==> config.mk <==
export PLATFORM = sky130hd
export DESIGN_NAME = addsub_share_arbiter
export DESIGN_NICKNAME = d
export VERILOG_FILES = /design/src/rtl/addsub_share_arbiter.sv
export SDC_FILE = /design/constraint.sdc
export NUM_CORES = 1
export LEC_CHECK = 0
export BUFFER_PORTS_ARGS = -buffer_cell sky130_fd_sc_hd__buf_2
export CORE_MARGIN = 2
export CORE_UTILIZATION = 55
export CTS_BUF_LIST = sky130_fd_sc_hd__clkbuf_8
export DETAILED_ROUTE_END_ITERATION = 7
export PLACE_DENSITY = 0.88
export SYNTH_ARGS = -nofsm -noshare
export SYNTH_HDL_FRONTEND = slang
export SYNTH_SLANG_ARGS = --single-unit
==> constraint.sdc <==
create_clock -name clk -period 3.3 [get_ports clk]
set_input_delay 0.495 -clock clk [delete_from_list [all_inputs] [get_ports clk]]
set_output_delay 0.495 -clock clk [all_outputs]
set_load 0.01 [all_outputs]
==> src/rtl/addsub_share_arbiter.sv <==
// addsub_share_arbiter
//   Shares one 4-bit add/subtract unit between two requesters. Requests are
//   arbitrated round-robin. The winner's operands are captured, one operation
//   runs, and the result comes back registered with a one-cycle done pulse.
//   A pass through the FSM takes three cycles: IDLE -> EXEC -> DONE -> IDLE.
//
// Ports
//   clk     : clock; all state changes on the rising edge
//   rst     : synchronous active-high reset
//   req     : req[i] is high while requester i wants an operation (level)
//   a0,b0,m0: requester 0 operands and op (m=0 add, m=1 subtract)
//   a1,b1,m1: requester 1 operands and op
//   gnt     : one-hot grant, high during the EXEC cycle
//   done    : one-hot, one-cycle pulse; y/ovf are valid for that requester
//   y, ovf  : result and signed overflow of the last completed operation (held)
//   busy    : high whenever the FSM is not in IDLE
//   op_cnt  : number of completed operations, saturating at all-ones
module addsub_share_arbiter #(
    parameter int WIDTH = 4,
    parameter int CNT_W = 8
) (
    input  logic             clk,
    input  logic             rst,
    input  logic [1:0]       req,
    input  logic [WIDTH-1:0] a0,
    input  logic [WIDTH-1:0] b0,
    input  logic             m0,
    input  logic [WIDTH-1:0] a1,
    input  logic [WIDTH-1:0] b1,
    input  logic             m1,
    output logic [1:0]       gnt,
    output logic [1:0]       done,
    output logic [WIDTH-1:0] y,
    output logic             ovf,
    output logic             busy,
    output logic [CNT_W-1:0] op_cnt
);

    typedef enum logic [1:0] {IDLE, EXEC, DONE} state_t;

    state_t           state_reg, state_next;
    logic [1:0]       gnt_reg, gnt_next;
    logic [1:0]       done_reg, done_next;
    logic [WIDTH-1:0] y_reg, y_next;
    logic             ovf_reg, ovf_next;
    logic [CNT_W-1:0] cnt_reg, cnt_next;
    logic             last_reg, last_next;
    logic [WIDTH-1:0] opa_reg, opa_next;
    logic [WIDTH-1:0] opb_reg, opb_next;
    logic             opm_reg, opm_next;
    logic             win;

    // Shared adder/subtractor. It sees only the captured operand registers,
    // so requesters may change their inputs once the grant is seen.
    // Subtraction is A + ~B + 1: B is inverted and M is the carry-in.
    logic [WIDTH:0]   carry;
    logic [WIDTH-1:0] b_eff;
    logic [WIDTH-1:0] sum;
    logic             sum_ovf;

    assign carry[0] = opm_reg;

    generate
        for (genvar gi = 0; gi < WIDTH; gi++) begin : g_ripple
            assign b_eff[gi]    = opb_reg[gi] ^ opm_reg;
            assign sum[gi]      = opa_reg[gi] ^ b_eff[gi] ^ carry[gi];
            assign carry[gi+1]  = (opa_reg[gi] & b_eff[gi]) |
                                  (carry[gi] & (opa_reg[gi] ^ b_eff[gi]));
        end
    endgenerate

    // Signed overflow is the carry into the MSB differing from the carry out
    // of it. This covers both add and subtract, because subtract is an add
    // of the inverted operand.
    assign sum_ovf = carry[WIDTH] ^ carry[WIDTH-1];

    always_comb begin
        state_next = state_reg;
        gnt_next   = gnt_reg;
        done_next  = done_reg;
        y_next     = y_reg;
        ovf_next   = ovf_reg;
        cnt_next   = cnt_reg;
        last_next  = last_reg;
        opa_next   = opa_reg;
        opb_next   = opb_reg;
        opm_next   = opm_reg;
        // Winner: the only requester, or on a tie the one that was not served last.
        win        = (req == 2'b11) ? ~last_reg : req[1];

        case (state_reg)
            IDLE: begin
                if (req != 2'b00) begin
                    opa_next   = win ? a1 : a0;
                    opb_next   = win ? b1 : b0;
                    opm_next   = win ? m1 : m0;
                    gnt_next   = win ? 2'b10 : 2'b01;
                    state_next = EXEC;
                end
            end
            EXEC: begin
                y_next     = sum;
                ovf_next   = sum_ovf;
                done_next  = gnt_reg;
                gnt_next   = 2'b00;
                last_next  = gnt_reg[1];
                if (cnt_reg != {CNT_W{1'b1}}) begin
                    cnt_next = cnt_reg + 1'b1;
                end
                state_next = DONE;
            end
            DONE: begin
                done_next  = 2'b00;
                state_next = IDLE;
            end
            default: begin
                state_next = IDLE;
            end
        endcase
    end

    always_ff @(posedge clk) begin
        if (rst) begin
            state_reg <= IDLE;
            gnt_reg   <= 2'b00;
            done_reg  <= 2'b00;
            y_reg     <= '0;
            ovf_reg   <= 1'b0;
            cnt_reg   <= '0;
            last_reg  <= 1'b1;
            opa_reg   <= '0;
            opb_reg   <= '0;
            opm_reg   <= 1'b0;
        end else begin
            state_reg <= state_next;
            gnt_reg   <= gnt_next;
            done_reg  <= done_next;
            y_reg     <= y_next;
            ovf_reg   <= ovf_next;
            cnt_reg   <= cnt_next;
            last_reg  <= last_next;
            opa_reg   <= opa_next;
            opb_reg   <= opb_next;
            opm_reg   <= opm_next;
        end
    end

    assign gnt    = gnt_reg;
    assign done   = done_reg;
    assign y      = y_reg;
    assign ovf    = ovf_reg;
    assign busy   = (state_reg != IDLE);
    assign op_cnt = cnt_reg;

endmodule
==> flow_metrics.env <==
export IMPL_status="finished, final reports clean"
export IMPL_critPathRequiredTime_ps=3490
export IMPL_holdBufCountCts=0
export IMPL_setup_viol=0
export IMPL_critPathMaxStageDelay_ps=440
export IMPL_criticalPathCategory="reg -> reg"
export IMPL_io_pins=40
export IMPL_max_slew_worst_pin_slew_ps=743.4
export IMPL_ir_worst_vdd_v=0.0005269
export IMPL_r2r_end="ovf"
export IMPL_core_um2=2477
export IMPL_drv_cap=0
export IMPL_r2r_start="opm_reg"
export IMPL_wire_per_inst_um=13.48
export IMPL_synthesis_nets=178
export IMPL_synth_seq_cells=29
export IMPL_slew_headroom_pct=50.15
export IMPL_vias=1238
export IMPL_cts_max_path_buffers=2
export IMPL_grt_busiest_layer="met2"
export IMPL_ys_warn_count=0
export IMPL_finalHoldViolCount=0
export IMPL_drtIter0Drc=27
export IMPL_largest_reg_flops=8
export IMPL_fin_tns_setup_ps=0
export IMPL_die_h_um=55.28
export IMPL_min_to="done[1]"
export IMPL_grt_max_degree=32
export IMPL_avgViaCountPerCell=5.705
export IMPL_final_min_period_over_clock_period_pct=64.67
export IMPL_max_freq_mhz=468.6
export IMPL_core_rowCount=18
export IMPL_routed_wl_um=2926
export IMPL_grt_pass1_vias=1134
export IMPL_cp_max_fo=5
export IMPL_met3_usage_pct=7.963
export IMPL_clk_pin_slew_worst_paths_ps=60
export IMPL_rsz0062_at_grt="false"
export IMPL_reg2reg_slack_ps=1170
export IMPL_clockRootBuffer="clkbuf_8"
export IMPL_hold_path_depth=2
export IMPL_ys_types=34
export IMPL_synth_top_area_share_pct=40.14
export IMPL_clock_skew_ps=4.034
export IMPL_crit_chain="xor2_1 > fa_1 > inv_1 > fa_1 > fa_1 > xnor2_1 > a211oi_1"
export IMPL_yosys_top_cells_area="dfxtp_1 40%, mux2i_1 8.3%, a211oi_1 7.8%, nor2_1 4.4%, fa_1 4.2%"
export IMPL_crit_path_end_kind="register"
export IMPL_synth_seq_area_share_pct=40.14
export IMPL_netlist_instances=149
export IMPL_antenna_found_initial=0
export IMPL_cellPowerDensity_nw_per_um2=509.8
export IMPL_crit_arrival_ps=2330
export IMPL_r2r_cells=7
export IMPL_period_needed_ps=2134
export IMPL_ctsResizeCount=0
export IMPL_track_usage_pct=20.15
export IMPL_place_congestion=0.8249
export IMPL_cts_max_level=2
export IMPL_nFillCells=207
export IMPL_avgSynthCellArea_um2=9.707
export IMPL_slew_viol_final=0
export IMPL_cts_tree="done"
export IMPL_die_area_um2=3056
export IMPL_place_hpwl_um=2146
export IMPL_register_area_um2=580.6
export IMPL_use_met1_pct=23.21
export IMPL_synth_largest_area_cell="dfxtp_1"
export IMPL_clock_sinks=29
export IMPL_hold_path_class="reg -> reg"
export IMPL_min_delay_start="done[1]"
export IMPL_initial_core_util_pct=58.38
export IMPL_dpl_worst_slack_ps=1160
export IMPL_netlist_area_um2=1446
export IMPL_grt_overflow=0
export IMPL_cts_inserted_buffers=5
export IMPL_numPortBuffers=39
export IMPL_post_cts_buffers=0
export IMPL_multi_input_area_um2=785.8
export IMPL_grt_pass1_wl_um=4802
export IMPL_die_w_um=55.28
export IMPL_clk_insertion_delay_late_ps=280
export IMPL_dr_pass1_iters=5
export IMPL_final_antenna_net_count=0
export IMPL_start_kind="register"
export IMPL_cpMaxStageDelayCell="dfxtp_1"
export IMPL_drive_gt1_share_pct=26.20
export IMPL_antennaDiodeCount=0
export IMPL_fin_nets=215
export IMPL_crit_path_frequent_cell="fa_1"
export IMPL_drcViolationCount=0
export IMPL_fin_ws_ps=1166
export IMPL_power_leakage_uw=0.0007406
export IMPL_area_growth_pct=17.65
export IMPL_grt_use_met2_pct=33.67
-- critical path, delay by kind of cell, from the launching register on --
| kind | cells | cell delay, ps |
|---|---|---|
| flip-flops | 1 | 440 |
| adder cells (fa/ha/maj) | 3 | 990 |
| AO/OA/AOI/OAI | 1 | 210 |
| buffers and inverters | 1 | 50 |
| XOR/XNOR | 2 | 350 |
-- cells by family after synthesis --
group | count (synthesis) | synth area share [%]
fa+ha+maj | 7 | 7.613
compound gates | 33 | 15.92
mux | 14 | 9.862
simple gates | 46 | 17.91
xor+xnor | 5 | 3.028
flops | 29 | 40.14
buf+inv | 15 | 5.537
-- worst max-delay path by stage --
stage,start,endpoint,cells after the start
global placement,opm_reg,ovf,7
global route,opm_reg,ovf,7
floorplan,opm_reg,ovf,7
CTS,opm_reg,ovf,7
detailed placement,opm_reg,ovf,7
finish,opm_reg,ovf,7
-- cell usage in the layout (no fill, tap or decap), drive strengths merged, types with 2 or more instances in the layout --
master,count
a211oi,15
a21boi,3
a21oi,9
a31oi,3
and3,2
and4,4
buf,39
clkbuf,5
dfxtp,29
fa,3
ha,4
inv,9
mux2,2
mux2i,12
nand2,2
nand2b,4
nand3,2
nand3b,3
nor2,17
nor2b,2
nor3,4
nor3b,3
xnor2,4
-- cell type report --
class                           instances  area share (%)
Sequential cell                        29           34.12
Inverter                                6           1.324
Clock inverter                          3          0.6618
Multi-Input combinational cell        105           46.18
Clock buffer                            5           4.044
Timing Repair Buffer                   39           11.47
Tap cell                               30           2.206
-- per-stage QoR --
| stage | cells | utilization (%) | instance area [µm²] | hold WS, ps | total power (µW) |
|---|---|---|---|---|---|
| after global routing | 217 | 68.69 | 1702 | 502.4 | 924.9 |
| after global placement | 209 | 65.45 | 1622 | 453.7 | 602.0 |
| after CTS | 217 | 68.69 | 1702 | 473.5 | 878.5 |
| final | 217 | 68.69 | 1702 | 472.3 | 867.4 |
| after floorplan | 149 | - | 1446 | 478.1 | 562.6 |
| after detailed placement | 209 | 65.45 | 1622 | 464.1 | 611.6 |
-- Yosys cell counts --
cell	instances
nand2b_1	4
a21oi_1	9
and4b_1	1
xnor2_1	4
xor2_1	1
inv_2	1
nand2_1	2
buf_2	4
nor2_1	17
and4_1	4
nor3_1	4
dfxtp_1	29
fa_1	3
nor3b_1	3
or4_1	1
a211oi_1	15
ha_1	4
mux2_2	2
a31oi_1	3
nand3b_1	3
o21a_1	1
a21boi_2	2
buf_6	2
nor2b_1	2
buf_4	1
mux2i_1	12
a21boi_0	1
nand3_1	2
inv_1	5
a211o_1	1
nor4bb_1	1
o21bai_1	1
and3_1	2
buf_1	2
-- routing by layer --
| metal | up-vias | routed length, µm | part of all wire (%) |
|---|---|---|---|
| met5 | - | 0 | 0 |
| met1 | 565 | 1261 | 43 |
| met4 | 0 | 14 | 0.48 |
| met3 | 4 | 219 | 7.5 |
| met2 | 58 | 1431 | 49 |
| li1 | 611 | - | - |
-- where the power goes --
part / total, µW / internal (µW) / switching (µW) / leakage, µW
clock network: 264 / 140 / 124 / 0.0000519
logic: 192 / 91.0 / 101 / 0.000451
registers: 412 / 385 / 26.8 / 0.000238
Power figures use the tool's default switching activity.
